==> config.mk <==
export PLATFORM = sky130hd
export DESIGN_NAME = fifo_sync_param
export DESIGN_NICKNAME = d
export VERILOG_FILES = /design/src/rtl/fifo_sync_param.sv
export SDC_FILE = /design/constraint.sdc
export NUM_CORES = 1
export LEC_CHECK = 0
export ABC_AREA = 1
export CORE_UTILIZATION = 40
export CTS_BUF_LIST = sky130_fd_sc_hd__clkbuf_16
export CTS_CLUSTER_DIAMETER = 100
export DETAILED_ROUTE_END_ITERATION = 10
export GPL_TIMING_DRIVEN = 0
export PLACE_DENSITY_LB_ADDON = 0.2
export SYNTH_ARGS = -nofsm -noshare
export SYNTH_HDL_FRONTEND = slang
export SYNTH_SLANG_ARGS = --single-unit
==> constraint.sdc <==
create_clock -name clk -period 5.2 [get_ports clk]
set_input_delay 1.56 -clock clk [delete_from_list [all_inputs] [get_ports clk]]
set_output_delay 1.56 -clock clk [all_outputs]
set_load 0.05 [all_outputs]
==> src/rtl/fifo_sync_param.sv <==
// Parametrised single-clock FIFO with programmable almost-full/almost-empty thresholds,
// occupancy count, synchronous flush and a compile-time first-word-fall-through mode.
module fifo_sync_param #(
  parameter int unsigned FIFO_WIDTH = 16,
  parameter int unsigned FIFO_DEPTH = 8,
  parameter int unsigned AF_THRESH  = FIFO_DEPTH - 1,
  parameter int unsigned AE_THRESH  = 1,
  parameter int unsigned FWFT       = 0
) (
  input  logic                          clk,
  input  logic                          rst_n,
  input  logic                          i_flush,
  input  logic                          i_wr_en,
  input  logic                          i_rd_en,
  input  logic [FIFO_WIDTH-1:0]         i_data_in,
  output logic [FIFO_WIDTH-1:0]         o_data_out,
  output logic                          o_data_valid,
  output logic                          o_wr_ack,
  output logic                          o_overflow,
  output logic                          o_underflow,
  output logic                          o_full,
  output logic                          o_empty,
  output logic                          o_almostfull,
  output logic                          o_almostempty,
  output logic [$clog2(FIFO_DEPTH):0]   o_count
);

  localparam int unsigned PTR_W = $clog2(FIFO_DEPTH);
  localparam int unsigned CNT_W = PTR_W + 1;

  // Elaboration-time parameter sanity checks
  if (FIFO_DEPTH < 4 || (FIFO_DEPTH & (FIFO_DEPTH - 1)) != 0) begin : g_err_depth
    $error("fifo_sync_param: FIFO_DEPTH must be a power of 2 and >= 4");
  end
  if (AF_THRESH < 1 || AF_THRESH > FIFO_DEPTH - 1) begin : g_err_af
    $error("fifo_sync_param: AF_THRESH out of range 1..FIFO_DEPTH-1");
  end
  if (AE_THRESH < 1 || AE_THRESH > FIFO_DEPTH - 1) begin : g_err_ae
    $error("fifo_sync_param: AE_THRESH out of range 1..FIFO_DEPTH-1");
  end
  if (FIFO_WIDTH < 1) begin : g_err_width
    $error("fifo_sync_param: FIFO_WIDTH must be >= 1");
  end

  logic [FIFO_WIDTH-1:0] r_mem [FIFO_DEPTH];
  logic [PTR_W-1:0]      r_wr_ptr;
  logic [PTR_W-1:0]      r_rd_ptr;
  logic [CNT_W-1:0]      r_count;
  logic                  r_wr_ack;
  logic                  r_overflow;
  logic                  r_underflow;

  logic w_full;
  logic w_empty;
  logic w_wr_acc;
  logic w_rd_acc;

  assign w_full  = (r_count == CNT_W'(FIFO_DEPTH));
  assign w_empty = (r_count == '0);
  // Flush overrides both requests, so neither is accepted nor flagged as rejected
  assign w_wr_acc = i_wr_en & ~w_full & ~i_flush;
  assign w_rd_acc = i_rd_en & ~w_empty & ~i_flush;

  // Storage array: written on accepted writes only, never reset
  always_ff @(posedge clk) begin
    if (w_wr_acc) begin
      r_mem[r_wr_ptr] <= i_data_in;
    end
  end

  // Pointers and occupancy count
  always_ff @(posedge clk or negedge rst_n) begin
    if (!rst_n) begin
      r_wr_ptr <= '0;
      r_rd_ptr <= '0;
      r_count  <= '0;
    end else if (i_flush) begin
      r_wr_ptr <= '0;
      r_rd_ptr <= '0;
      r_count  <= '0;
    end else begin
      if (w_wr_acc) r_wr_ptr <= r_wr_ptr + PTR_W'(1);
      if (w_rd_acc) r_rd_ptr <= r_rd_ptr + PTR_W'(1);
      if (w_wr_acc && !w_rd_acc) begin
        r_count <= r_count + CNT_W'(1);
      end else if (w_rd_acc && !w_wr_acc) begin
        r_count <= r_count - CNT_W'(1);
      end
    end
  end

  // Single-cycle handshake/error pulses reporting the previous cycle's requests
  always_ff @(posedge clk or negedge rst_n) begin
    if (!rst_n) begin
      r_wr_ack    <= 1'b0;
      r_overflow  <= 1'b0;
      r_underflow <= 1'b0;
    end else begin
      r_wr_ack    <= w_wr_acc;
      r_overflow  <= i_wr_en & w_full & ~i_flush;
      r_underflow <= i_rd_en & w_empty & ~i_flush;
    end
  end

  if (FWFT != 0) begin : g_fwft
    // Head word is presented combinationally; zero while empty so reset shows 0
    assign o_data_out   = w_empty ? '0 : r_mem[r_rd_ptr];
    assign o_data_valid = ~w_empty;
  end else begin : g_reg_read
    logic [FIFO_WIDTH-1:0] r_data_out;
    logic                  r_data_valid;

    // Registered read: capture head word on an accepted read, hold otherwise
    always_ff @(posedge clk or negedge rst_n) begin
      if (!rst_n) begin
        r_data_out   <= '0;
        r_data_valid <= 1'b0;
      end else begin
        r_data_valid <= w_rd_acc;
        if (w_rd_acc) r_data_out <= r_mem[r_rd_ptr];
      end
    end

    assign o_data_out   = r_data_out;
    assign o_data_valid = r_data_valid;
  end

  assign o_wr_ack      = r_wr_ack;
  assign o_overflow    = r_overflow;
  assign o_underflow   = r_underflow;
  assign o_full        = w_full;
  assign o_empty       = w_empty;
  assign o_almostfull  = (r_count >= CNT_W'(AF_THRESH)) & ~w_full;
  assign o_almostempty = (r_count <= CNT_W'(AE_THRESH)) & ~w_empty;
  assign o_count       = r_count;

endmodule

==> run metrics <==
H-tree level count 4; Final min period 4.00 ns; Worst Hold Endpoint o_data_out[2]; Slowest-stage cell, CP clkdlybuf4s50_1; unrepaired setup endpoints after global routing no; Reg power frac 0.373; layout cell share with drive strength beyond 1 0.116; cell family with most CP delay buffers and inverters; Detail Route Antenna Nets 0; placed cells 898; starting DRC count in detailed routing 325; CP startpoint kind flop; proportion of synthesized area in mux cells 0; most frequent cells in the layout 238 x nand2_1, 128 x edfxtp_1, 70 x nand3_1; worst-path cell chain inv_1 -> ha_1 -> nand2_1 -> o21ai_0 -> inv_1 -> clkdlybuf4s50_1; Worst EP arrival 2.44 ns; sw frac 0.360; reg-to-reg slack, setup 2.52 ns; number of max-cap violations 0; first-pass GRT wire length 24300 µm; cts bufs inserted 17; Synth Area in Compound Gates 0.0278; max incr delay on CP 0.79 ns; initial antenna violation count 0; Required @ worst endpoint 3.64 ns; vias in the first global route 4548; r2r endpoint r_mem[4][14]; Via density 4.93; final wirelength 15200 µm; register bit count reported by yosys 158; fraction of the mapped netlist area in adder cells 0.0112; WL/cell 16.3 µm; combinational power share 0.327; Remaining DRCs 0; R2R cell count 7; CTS root buf clkbuf_16; clock network power share 0.300; Met3 Wirelength 961 µm; hold depth 2; cts hold-fix bufs 0; Int Pwr 2.66 mW; cells after synthesis 627; r2r startpoint o_count[0]; Distinct cells, synth 24; Area Overhead vs Synth 21.9%; hold violation count in the final report 0; maximum VDD drop 294 µV; GRT Resource Usage Total 0.189; M1 WL 6370 µm; Final Cycle Share 0.770; hold path startpoint o_data_out[2]; die height 132 µm; synthesized area 0.00671 mm²; Worst Hold Class flop to flop; commonest non-fill, non-tap cell in the layout nand2_1; Non-Filler Instances 930; Yosys warnings 0; Static Leakage 3.38 nW; CTS sink count 158; Clock Latency Late Sink 0.42 ns; Routability Congestion 0.801; pin count of the biggest net entering global routing 31; total gr overflow 0; die area 0.0173 mm²; post_cts resized 0; Clock Pin Slew Worst Setup and Hold Paths 0.06 ns; via count 4587; worst-margin pin slew 0.976 ns; CP Buf/Inv Count 3; Crit Path Max Fanout 7; Setup crit start o_count[0]; ant diodes 0; hold slack 0.478 ns; CP Class flop to primary output; CTS tree built; post-placement setup slack 1.28 ns; Core Box Area 0.0161 mm²; syn nets 654; max layer used met4; row count 46; Synth Area per Inst 10.7 µm²; drt pass-1 iters 5; I/O Pins 49; Initial Utilization 0.417; endpoints failing setup 0; met2 wire len 7260 µm; post-DP HPWL 10100 µm; Fmax 250 MHz; clk_skew 0.00515 ns; # nets final 728; Final Max Slew Viols 0; Post-CTS Setup Repair Bufs 0; slack of the critical path 1.20 ns; IO Port Bufs 48; status finished, final reports clean; Slew HR 0.349; largest family of logic cells by synthesized area simple AND/OR/NAND/NOR gates; die width 132 µm; Simple-Gate Fraction of Synth Area 0.214; share of the yosys chip area belonging to registers 0.684; crit path capture type primary output; Critical Path Most Common Cell inv_1; Sw Pwr 1.49 mW; pwr/cell area 507 mW/mm²; Design Power 4.15 mW; clock buffer depth 2; setup tns final 0 ns; XOR/XNOR share of the synthesized area 0.00261
-- worst max-delay path by stage --
| stage | endpoint | slack [ns] | cells past startpoint |
|---|---|---|---|
| after floorplan | o_almostempty | 1.37 | 5 |
| after global placement | r_mem[3][12] | 0.74 | 7 |
| after detailed placement | r_mem[4][14] | 1.28 | 7 |
| after CTS | o_almostfull | 1.15 | 6 |
| after global routing | o_almostempty | 1.06 | 6 |
| final | o_almostfull | 1.20 | 6 |
-- logic make-up after synthesis --
kind of cell / Yosys count
XOR/XNOR: 2
AO/OA/AOI/OAI: 27
adder cells (fa/ha/maj): 6
flip-flops: 158
buffers and inverters: 93
AND/OR/NAND/NOR: 341
-- power groups by stage --
| stage | combinational, mW | clock (mW) | sequential, mW |
|---|---|---|---|
| 2_1_floorplan | 0.664 | 0 | 1.82 |
| 4_1_cts | 1.37 | 1.26 | 1.55 |
| 5_1_grt | 1.48 | 1.31 | 1.56 |
| 3_3_place_gp | 1.33 | 0 | 1.57 |
| 6_report | 1.36 | 1.25 | 1.55 |
| 3_5_place_dp | 1.36 | 0 | 1.57 |
-- metal layers --
metal  track usage  vias to the layer above
li1              -                     2215
met1         0.234                     2155
met2         0.301                      168
met3        0.0428                       49
met4         0.114                        0
met5             0                        -
-- cells in the mapped netlist --
| master | n | share of area |
|---|---|---|
| nand2_1 | 238 | 0.13 |
| edfxtp_1 | 128 | 0.57 |
| nand3_1 | 70 | 0.052 |
| inv_1 | 61 | 0.034 |
| dfrtp_1 | 30 | 0.11 |
| buf_2 | 19 | 0.014 |
| nor2_1 | 17 | 0.0095 |
| o211ai_1 | 16 | 0.018 |
| o21ai_0 | 8 | 0.0060 |
| ha_1 | 6 | 0.011 |
| clkbuf_1 | 5 | 0.0028 |
| nand4_1 | 5 | 0.0047 |
| buf_6 | 3 | 0.0050 |
| nand2_2 | 3 | 0.0028 |
| nand2_4 | 3 | 0.0050 |
| nor2_4 | 3 | 0.0050 |
| buf_4 | 2 | 0.0022 |
| inv_2 | 2 | 0.0011 |
| nor2_2 | 2 | 0.0019 |
| xor2_1 | 2 | 0.0026 |
| a21oi_1 | 1 | 0.00074 |
| a21oi_4 | 1 | 0.0024 |
| clkinv_1 | 1 | 0.00056 |
| o21ai_1 | 1 | 0.00074 |
-- flip-flops by register name, indices dropped and copies added (netlist names) --
| signal | cells |
|---|---|
| r_mem | 128 |
| o_data_out | 16 |
| o_count | 4 |
| r_rd_ptr | 3 |
| r_wr_ptr | 3 |
| o_data_valid | 1 |
| o_overflow | 1 |
| o_underflow | 1 |
| o_wr_ack | 1 |
-- stage by stage --
step	cell area, µm²	utilization
3_5_place_dp	7580	0.471
5_1_grt	8180	0.508
6_report	8180	0.508
2_1_floorplan	6710	-
3_3_place_gp	7460	0.463
4_1_cts	8180	0.508
-- layout make-up --
| class | instances | area [µm²] |
|---|---|---|
| clock buffers | 17 | 425 |
| well taps | 216 | 270 |
| flip-flops and latches | 158 | 4590 |
| clock inverters | 15 | 173 |
| multi-input cells | 376 | 1740 |
| plain buffers | 29 | 163 |
| inverters | 64 | 240 |
| repair buffers | 55 | 581 |
| fillers | 1381 | 7930 |
-- worst reg2reg max path: stages, from the launching register on --
cell	delay, ns
dfrtp_1	0.46
inv_1	0.14
ha_1	0.30
nand2_1	0.14
nor2_4	0.05
nor2_4	0.20
nand2_1	0.21
nor2_2	0.79
Note: power is estimated with default switching activity, not from simulation.
